`src/rtl/instr_fetch_ctrl.sv`:
```
// Instruction fetch sequencer: owns the fetch PC, registers each memory word
// and hands it to decode over valid/ready, with stall, branch flush and halt.
module instr_fetch_ctrl #(
   parameter int          IMEM_DEPTH = 32,
   parameter int          RESET_PC   = 0,
   parameter logic [31:0] HALT_WORD  = 32'hFFFF_FFFF
) (
   input  logic        clk,
   input  logic        rst,
   output logic [31:0] imem_addr,
   input  logic [31:0] imem_data,
   output logic [31:0] inst_out,
   output logic [31:0] pc_out,
   output logic        inst_valid,
   input  logic        inst_ready,
   input  logic        branch_taken,
   input  logic [31:0] branch_target,
   output logic        halted,
   output logic [15:0] fetch_count
);

   localparam int IDX_W = $clog2(IMEM_DEPTH);
   localparam logic [IDX_W-1:0] RST_IDX = IDX_W'(RESET_PC);

   typedef enum logic {S_FETCH, S_HALT} state_t;

   state_t           state_q, state_d;
   logic [IDX_W-1:0] fpc_q, fpc_d;
   logic [IDX_W-1:0] pc_q, pc_d;
   logic [31:0]      inst_q, inst_d;
   logic             valid_q, valid_d;
   logic [15:0]      cnt_q, cnt_d;
   logic             slot_free, accept;

   assign slot_free = !valid_q || inst_ready;
   assign accept    = valid_q && inst_ready && !branch_taken;

   always_comb begin
      state_d = state_q;
      fpc_d   = fpc_q;
      pc_d    = pc_q;
      inst_d  = inst_q;
      valid_d = valid_q;
      cnt_d   = cnt_q;
      if (accept && cnt_q != 16'hFFFF) cnt_d = cnt_q + 16'd1;
      if (branch_taken) begin
         // Redirect flushes the held word even if decode takes it this cycle.
         fpc_d   = branch_target[IDX_W-1:0];
         valid_d = 1'b0;
         state_d = S_FETCH;
      end else begin
         case (state_q)
            S_FETCH: begin
               if (slot_free) begin
                  inst_d  = imem_data;
                  pc_d    = fpc_q;
                  valid_d = 1'b1;
                  if (imem_data == HALT_WORD) state_d = S_HALT;
                  else                        fpc_d   = fpc_q + IDX_W'(1);
               end
            end
            S_HALT: begin
               if (valid_q && inst_ready) valid_d = 1'b0;
            end
            default: state_d = S_FETCH;
         endcase
      end
   end

   always_ff @(posedge clk) begin
      if (rst) begin
         state_q <= S_FETCH;
         fpc_q   <= RST_IDX;
         pc_q    <= '0;
         inst_q  <= '0;
         valid_q <= 1'b0;
         cnt_q   <= '0;
      end else begin
         state_q <= state_d;
         fpc_q   <= fpc_d;
         pc_q    <= pc_d;
         inst_q  <= inst_d;
         valid_q <= valid_d;
         cnt_q   <= cnt_d;
      end
   end

   assign imem_addr   = {{(32-IDX_W){1'b0}}, fpc_q};
   assign pc_out      = {{(32-IDX_W){1'b0}}, pc_q};
   assign inst_out    = inst_q;
   assign inst_valid  = valid_q;
   assign halted      = (state_q == S_HALT);
   assign fetch_count = cnt_q;

endmodule

```
`config.mk`:
```
export PLATFORM = sky130hd
export DESIGN_NAME = instr_fetch_ctrl
export DESIGN_NICKNAME = d
export VERILOG_FILES = /design/src/rtl/instr_fetch_ctrl.sv
export SDC_FILE = /design/constraint.sdc
export NUM_CORES = 1
export LEC_CHECK = 0
export ABC_AREA = 1
export BUFFER_PORTS_ARGS = -buffer_cell sky130_fd_sc_hd__buf_4
export CORE_ASPECT_RATIO = 2
export CORE_MARGIN = 5
export CORE_UTILIZATION = 44
export CTS_CLUSTER_DIAMETER = 200
export DETAILED_ROUTE_END_ITERATION = 10
export HOLD_SLACK_MARGIN = 0.06
export PLACE_DENSITY = 0.91
export REMOVE_ABC_BUFFERS = 1
export SLEW_MARGIN = 20
export SYNTH_ARGS = -nofsm -noshare
export SYNTH_HDL_FRONTEND = slang
export SYNTH_SLANG_ARGS = --single-unit
```
`constraint.sdc`:
```
create_clock -name clk -period 2.4 [get_ports clk]
set_clock_uncertainty 0.1 [all_clocks]
set_input_delay 0.48 -clock clk [delete_from_list [all_inputs] [get_ports clk]]
set_output_delay 0.48 -clock clk [all_outputs]
set_load 0.005 [all_outputs]
```
==> metrics.log, run 1 <==
[metrics] run status: finished clean
[metrics] number of nets in the final layout: roughly 590
[metrics] multiplexer share of the synthesized area: less than 1%
[metrics] antenna violations before repair: 0
[metrics] fin area: about 0.0040 mm^2
[metrics] adder-cell share of the synthesized area: less than 1%
[metrics] global-route wire length before repair: between 10 and 15 mm
[metrics] largest driver fanout on the critical path: 15
[metrics] leakage power figure: roughly 1.9 nW
[metrics] power per standard cell area: ~660 mW/mm^2
[metrics] GP Congestion: 0.885
[metrics] Post-CTS Setup Bufs: 0
[metrics] arrival time worst endpoint: 2.13 ns
[metrics] Highest Clock Rate: between 400 and 500 MHz
[metrics] Initial Utilization: around 45%
[metrics] detailed-router iteration count before antenna repair: 4
[metrics] post-synthesis sequential element count: 60
[metrics] TNS Setup: 0 ns
[metrics] setup slack of the worst register-to-register path: 0.38 ns
[metrics] largest net degree at the start of global routing: between 40 and 50
[metrics] Root Buffer: sky130_fd_sc_hd__clkbuf_16
[metrics] portion of the post-synthesis area used by sequential elements: around 39%
[metrics] Hold Crit Start: imem_data[6]
[metrics] Hold EP: inst_out[6]$_SDFFE_PP0P_
[metrics] global router's overall resource usage: 17.7%
[metrics] core region area: around 0.0069 mm^2
[metrics] cell row count: between 40 and 50
[metrics] final period utilization: 84.3%
[metrics] register clock-pin slew on the reported worst setup and hold paths: approximately 0.050 ns
[metrics] dominant combinational cell family by area after synthesis: simple AND/OR/NAND/NOR gates
[metrics] cell depth of the worst min-delay path: 3
[metrics] total via count in the routed design: between 2000 and 3000
[metrics] critical path class: reg2reg
[metrics] die outline height: approximately 130 um
[metrics] reg2reg path depth: 8
[metrics] flip-flop and latch area: about 0.0012 mm^2
[metrics] synth unique cells: 33
[metrics] Iteration-0 DRC Markers: between 100 and 150
[metrics] number of port buffers: 100
[metrics] setup repair after global routing missed its margin: no
[metrics] number of cells upsized or downsized after cts: 0
[metrics] Post-Place Cells: 603
[metrics] total setup violations reported at the end of the flow: 0
[metrics] Critical Path Start Type: flop
[metrics] placed wire-length estimate after detailed placement: a little over 6 mm
[metrics] filler cell count: a little over 600
[metrics] combined area of the multi-input logic cells: approximately 0.0016 mm^2
[metrics] via count of the first global-routing pass: 2880
[metrics] number of maximum-capacitance violations: 0
[metrics] die area: roughly 0.009 mm^2
[metrics] clock tree from TritonCTS: yes
[metrics] antenna violation net count after detailed routing: 0
[metrics] worst reg2reg path startpoint: fetch_count[0]$_SDFFE_PP0P_
[metrics] antenna diode instance count: 0
[metrics] overall die width: 69.3 um
[metrics] number of buffers on the longest clock path: 2
[metrics] Max VDD drop: ~0.43 mV
[metrics] required time of the worst setup path: about 2.5 ns
[metrics] cell area after synthesis: approximately 0.0031 mm^2
[metrics] average routed wire per standard cell: between 10 and 15 um
[metrics] Hold-fix buffers, CTS: 0
[metrics] number of non-filler instances in the completed layout: between 600 and 700
[metrics] average footprint of a synthesized cell: 7.26 um^2
[metrics] min-delay worst type: in2reg
[metrics] count of unresolved DRC violations after routing: 0
[metrics] area share of and/or/nand/nor cells after synthesis: 28.1%
[metrics] detail-routed via count per cell: 4.81
[metrics] area growth from synthesis to layout: 28.8%
[metrics] total gr overflow: 0
[metrics] synthesized instance count: approximately 430
[metrics] category of the worst setup path capture point: flop
[metrics] placed instance area: ~0.0037 mm^2
[metrics] final WL: 7.90 mm
[metrics] share of post-route cells with drive strength above 1: a little over a quarter
[metrics] CTS H-tree lvls: 3
[metrics] Final Hold Viols: 0
[metrics] capturing point of the worst reg2reg path: fetch_count[13]$_SDFFE_PP0P_
[metrics] latest clock arrival within the worst-skew pair: roughly 0.32 ns
[metrics] xor and xnor fraction of the mapped netlist area: under 10%
[metrics] final core area utilization: around 58%
[metrics] total clock buffers created by CTS: 9
[metrics] count of yosys warnings during synthesis: 0
[metrics] number of clock sinks seen by CTS: 60
[metrics] crit path time final: between 2 and 2.5 ns
[metrics] complex-gate fraction of the synthesized area: approximately 12%
[metrics] number of pins exceeding their max-slew limit in the final report: 0
[metrics] number of primary I/O pins: 182
[cell type report]
class	count	area share, %
tap	90	2.83
clock buffer	11	5.84
sequential	60	30.1
clock inverter	5	1.32
inverter	12	1.13
timing repair buffer	103	19.7
multi-input combinational	338	39.0
[metal layers]
| layer | wire length [um] | up-vias | track usage (%) |
|---|---|---|---|
| met1 | 2680 | 1344 | 15.9 |
| met3 | 711 | 18 | 7.11 |
| met5 | 0 | - | 0 |
| li1 | - | 1458 | - |
| met2 | 4290 | 155 | 33.4 |
| met4 | 210 | 0 | 8.98 |
[report_power, final]
group	total, mW	switching, mW	internal (mW)
logic	0.329	0.169	0.160
clock network	1.23	0.430	0.797
registers	1.09	0.0366	1.06
total	2.65	0.635	2.01
[per-stage QoR]
stage | hold WS, ns | power, mW | worst slack (ns)
floorplan | 0.368 | 1.24 | 0.452
global placement | 0.367 | 1.43 | 0.448
detailed placement | 0.373 | 1.44 | 0.403
global route | 0.326 | 2.76 | 0.185
finish | 0.322 | 2.65 | 0.377
CTS | 0.317 | 2.67 | 0.367
[worst max path at each step]
stage	from	to	slack, ns	cells after the start
global route	fetch_count[0]$_SDFFE_PP0P_	fetch_count[13]$_SDFFE_PP0P_	0.19	8
global placement	fetch_count[0]$_SDFFE_PP0P_	fetch_count[15]$_SDFFE_PP0P_	0.45	8
CTS	fetch_count[0]$_SDFFE_PP0P_	fetch_count[13]$_SDFFE_PP0P_	0.37	8
floorplan	inst_ready	pc_q[2]$_SDFFE_PP0P_	0.45	6
detailed placement	fetch_count[0]$_SDFFE_PP0P_	fetch_count[13]$_SDFFE_PP0P_	0.40	8
finish	fetch_count[0]$_SDFFE_PP0P_	fetch_count[13]$_SDFFE_PP0P_	0.38	8
[cells in the mapped netlist]
| master | count | share of area (%) |
|---|---|---|
| sky130_fd_sc_hd__buf_6 | 1 | 0.36 |
| sky130_fd_sc_hd__nor3_2 | 1 | 0.32 |
| sky130_fd_sc_hd__buf_4 | 55 | 13 |
| sky130_fd_sc_hd__nor2_1 | 106 | 13 |
| sky130_fd_sc_hd__nand3_1 | 16 | 2.6 |
| sky130_fd_sc_hd__buf_12 | 1 | 0.65 |
| sky130_fd_sc_hd__clkbuf_1 | 9 | 1.1 |
| sky130_fd_sc_hd__a21boi_0 | 1 | 0.24 |
| sky130_fd_sc_hd__buf_2 | 2 | 0.32 |
| sky130_fd_sc_hd__buf_1 | 1 | 0.12 |
| sky130_fd_sc_hd__a31oi_1 | 1 | 0.20 |
| sky130_fd_sc_hd__or2_2 | 1 | 0.20 |
| sky130_fd_sc_hd__inv_2 | 3 | 0.36 |
| sky130_fd_sc_hd__nand2_4 | 1 | 0.36 |
| sky130_fd_sc_hd__a31o_2 | 1 | 0.28 |
| sky130_fd_sc_hd__nand2_1 | 67 | 8.1 |
| sky130_fd_sc_hd__xor2_1 | 6 | 1.7 |
| sky130_fd_sc_hd__inv_1 | 9 | 1.1 |
| sky130_fd_sc_hd__o21bai_1 | 1 | 0.24 |
| sky130_fd_sc_hd__ha_1 | 2 | 0.81 |
| sky130_fd_sc_hd__nor3b_1 | 1 | 0.24 |
| sky130_fd_sc_hd__dfxtp_1 | 60 | 39 |
| sky130_fd_sc_hd__nor3_4 | 1 | 0.53 |
| sky130_fd_sc_hd__nand4_1 | 3 | 0.61 |
| sky130_fd_sc_hd__a21oi_1 | 11 | 1.8 |
| sky130_fd_sc_hd__nand2_2 | 5 | 1.0 |
| sky130_fd_sc_hd__a21oi_2 | 9 | 2.5 |
| sky130_fd_sc_hd__mux2i_1 | 1 | 0.32 |
| sky130_fd_sc_hd__xnor2_1 | 4 | 1.1 |
| sky130_fd_sc_hd__o21ai_0 | 39 | 6.3 |
| sky130_fd_sc_hd__nor3_1 | 4 | 0.65 |
| sky130_fd_sc_hd__nand3_2 | 2 | 0.65 |
| sky130_fd_sc_hd__conb_1 | 1 | 0.12 |
[cells in the final DEF, fill, tap and decap left out, types with 2 or more instances in the layout]
cell type	synthesis	final
sky130_fd_sc_hd__nand3_2	2	2
sky130_fd_sc_hd__a21oi_1	11	11
sky130_fd_sc_hd__clkinv_2	0	3
sky130_fd_sc_hd__xor2_1	6	6
sky130_fd_sc_hd__nand3_1	16	16
sky130_fd_sc_hd__nor2_1	106	106
sky130_fd_sc_hd__inv_1	9	9
sky130_fd_sc_hd__inv_2	3	3
sky130_fd_sc_hd__xnor2_1	4	4
sky130_fd_sc_hd__o21ai_0	39	39
sky130_fd_sc_hd__clkbuf_16	0	9
sky130_fd_sc_hd__buf_4	55	102
sky130_fd_sc_hd__nand2_1	67	67
sky130_fd_sc_hd__dfxtp_1	60	60
sky130_fd_sc_hd__nand4_1	3	3
sky130_fd_sc_hd__a21oi_2	9	9
sky130_fd_sc_hd__ha_1	2	2
sky130_fd_sc_hd__conb_1	1	54
sky130_fd_sc_hd__nor3_1	4	4
sky130_fd_sc_hd__clkbuf_1	9	2
sky130_fd_sc_hd__nand2_2	5	5
[cells by family (layout without fill, tap and decap cells)]
family	after synthesis	after routing
AND/OR/NAND/NOR	208	208
XOR/XNOR	10	10
adder cells (fa/ha/maj)	2	2
buffers and inverters	81	131
flip-flops	60	60
other	1	54
multiplexers	1	1
AO/OA/AOI/OAI	63	63
[critical path, stage by stage (launching register included)]
cell	delay [ns]
sky130_fd_sc_hd__dfxtp_1	0.42
sky130_fd_sc_hd__ha_1	0.25
sky130_fd_sc_hd__nand3_2	0.15
sky130_fd_sc_hd__nor3_4	0.25
sky130_fd_sc_hd__nand3_2	0.12
sky130_fd_sc_hd__nand2_4	0.20
sky130_fd_sc_hd__inv_2	0.16
sky130_fd_sc_hd__a21oi_1	0.18
sky130_fd_sc_hd__nor2_1	0.07
[registers in the layout, indices dropped and copies added, names as in the netlist]
register / count
pc_q: 5
fetch_count: 16
inst_out: 32
halted: 1
fpc_q: 5
inst_valid: 1
No activity file was read; power rests on OpenSTA's default activity.
==> run 2: changes to the inputs <==
- CORE_UTILIZATION: 44 -> 40
- PLACE_DENSITY: 0.91 -> 0.87
- clock period: 2.4 -> 1.7 ns (I/O delays scaled with it)
==> metrics.log, run 2 (synthesis results as in run 1) <==
[metrics] final period utilization: between 90% and 100%
[metrics] detailed-router iteration count before antenna repair: 4
[metrics] category of the worst setup path capture point: flop
[metrics] most common cell after layout, fill and taps aside: sky130_fd_sc_hd__buf_4
[metrics] share of power burned in the clock network: about half
[metrics] Iteration-0 DRC Markers: between 100 and 150
[metrics] leakage power figure: ~2.0 nW
[metrics] detail-routed via count per cell: approximately 4.8
[metrics] overall die width: between 70 and 80 um
[metrics] TNS Setup: 0 ns
[metrics] source of the critical timing path: fetch_count[0]$_SDFFE_PP0P_
[metrics] latest clock arrival within the worst-skew pair: about 0.32 ns
[metrics] Final Hold Viols: 0
[metrics] area growth from synthesis to layout: 35.9%
[metrics] share of post-route cells with drive strength above 1: approximately 30%
[metrics] register clock-pin slew on the reported worst setup and hold paths: roughly 0.05 ns
[metrics] total clock buffers created by CTS: 9
[metrics] number of clock sinks seen by CTS: 60
[metrics] number of pins exceeding their max-slew limit in the final report: 0
[metrics] global-route wire length before repair: around 13 mm
[metrics] antenna violation net count after detailed routing: 0
[metrics] placed wire-length estimate after detailed placement: approximately 6.5 mm
[metrics] total gr overflow: 0
[metrics] core region area: about 0.0076 mm^2
[metrics] antenna diode instance count: 0
[metrics] antenna violations before repair: 0
[metrics] arrival time worst endpoint: 1.71 ns
[metrics] die outline height: around 130 um
[metrics] Hold-fix buffers, CTS: 0
[metrics] die area: ~0.0097 mm^2
[metrics] total via count in the routed design: 3096
[metrics] largest net degree at the start of global routing: 35
[metrics] Hold Crit Start: imem_data[9]
[metrics] Post-Place Cells: around 620
[metrics] Internal Dissipation: between 3 and 4 mW
[metrics] via count of the first global-routing pass: 2981
[metrics] largest driver fanout on the critical path: 7
[metrics] leading cell types in the layout, fill and taps excluded: sky130_fd_sc_hd__buf_4, sky130_fd_sc_hd__nor2_1, sky130_fd_sc_hd__nand2_1
[metrics] critical path class: reg2reg
[metrics] flip-flop count of the largest register, all copies and words added: 32
[metrics] GP Congestion: between 0.9 and 1
[metrics] number of buffers on the longest clock path: 2
[metrics] number of nets in the final layout: slightly above 600
[metrics] net switching share of the total power: a little under a quarter
[metrics] global router's overall resource usage: around 17%
[metrics] final core area utilization: about 55%
[metrics] number of non-filler instances in the completed layout: 641
[metrics] power share of the sequential group: 39.1%
[metrics] Critical Path Start Type: flop
[metrics] worst reg2reg path startpoint: fetch_count[0]$_SDFFE_PP0P_
[metrics] crit path time final: 1.60 ns
[metrics] Initial Utilization: a little over 40%
[metrics] total setup violations reported at the end of the flow: 0
[metrics] min-delay worst type: in2reg
[metrics] Root Buffer: sky130_fd_sc_hd__clkbuf_16
[metrics] clock tree from TritonCTS: yes
[metrics] number of port buffers: 100
[metrics] CTS H-tree lvls: 3
[metrics] Highest Clock Rate: between 600 and 700 MHz
[metrics] number of maximum-capacitance violations: 0
[metrics] NetSw: 0.904 mW
[metrics] Max VDD drop: 0.584 mV
[metrics] required time of the worst setup path: 1.81 ns
[metrics] power per standard cell area: ~940 mW/mm^2
[metrics] cell row count: between 40 and 50
[metrics] count of unresolved DRC violations after routing: 0
[metrics] run status: finished clean
[metrics] Design Power: 3.95 mW
[metrics] average routed wire per standard cell: ~13 um
[metrics] number of primary I/O pins: 182
[metrics] final WL: 8.37 mm
[metrics] part of the total power dissipated in combinational logic: 12.3%
-- run 2: final cells by class --
| cell class | count | area, um^2 |
|---|---|---|
| clock buffers | 11 | 243 |
| clock inverters | 5 | 75.1 |
| fillers | 678 | 3400 |
| inverters | 12 | 50.0 |
| multi-input cells | 338 | 1580 |
| flip-flops and latches | 60 | 1200 |
| well taps | 94 | 118 |
| repair buffers | 121 | 937 |
-- run 2: metrics by stage --
stage / setup slack (ns) / cell area (um^2) / hold slack [ns]
final: 0.101 / 4210 / 0.185
after global routing: -0.00774 / 4210 / 0.188
after CTS: 0.0163 / 4160 / 0.174
after detailed placement: 0.0128 / 3840 / 0.374
after global placement: 0.0572 / 3840 / 0.366
after floorplan: -0.108 / 2800 / 0.302
-- run 2: worst max-delay path, stage by stage (launching register included) --
cell and delay, ns:
sky130_fd_sc_hd__dfxtp_1 0.36, sky130_fd_sc_hd__ha_4 0.16, sky130_fd_sc_hd__nand3_4 0.10, sky130_fd_sc_hd__nor3_4 0.20
sky130_fd_sc_hd__nand3_2 0.11, sky130_fd_sc_hd__nand2_4 0.16, sky130_fd_sc_hd__buf_6 0.14, sky130_fd_sc_hd__o21bai_1 0.06
sky130_fd_sc_hd__nand2_1 0.05, sky130_fd_sc_hd__nor2_1 0.04
-- run 2: metal layers --
layer,global-route usage [%],routed length [um],vias to the layer above
met3,4.65,826,28
met1,15.5,2740,1410
met5,0,0,-
li1,-,-,1485
met2,32.1,4470,173
met4,10.3,325,0
-- run 2: timing repair --
action | 4_1_cts | 5_1_grt
gates resized for setup | 1 | 7
pin swaps | 0 | 3
gates cloned | 0 | 0
endpoints found under the setup margin | 1 | 11
buffers inserted | 0 | 2
-- run 2: power by group through the flow --
stage / combinational (mW) / sequential (mW) / clock [mW]
floorplan: 0.185 / 1.57 / 0
global placement: 0.463 / 1.57 / 0
detailed placement: 0.480 / 1.57 / 0
CTS: 0.484 / 1.54 / 1.94
global route: 0.538 / 1.55 / 2.01
finish: 0.487 / 1.54 / 1.92
-- run 2: final timing paths --
path | end | slack (ns) | depth (start not counted)
hold reg to reg | inst_out[5]$_SDFFE_PP0P_ | 0.38 | 2
setup reg to reg | fetch_count[10]$_SDFFE_PP0P_ | 0.10 | 9
hold / removal | inst_out[9]$_SDFFE_PP0P_ | 0.19 | 3
setup / recovery | fetch_count[10]$_SDFFE_PP0P_ | 0.10 | 9
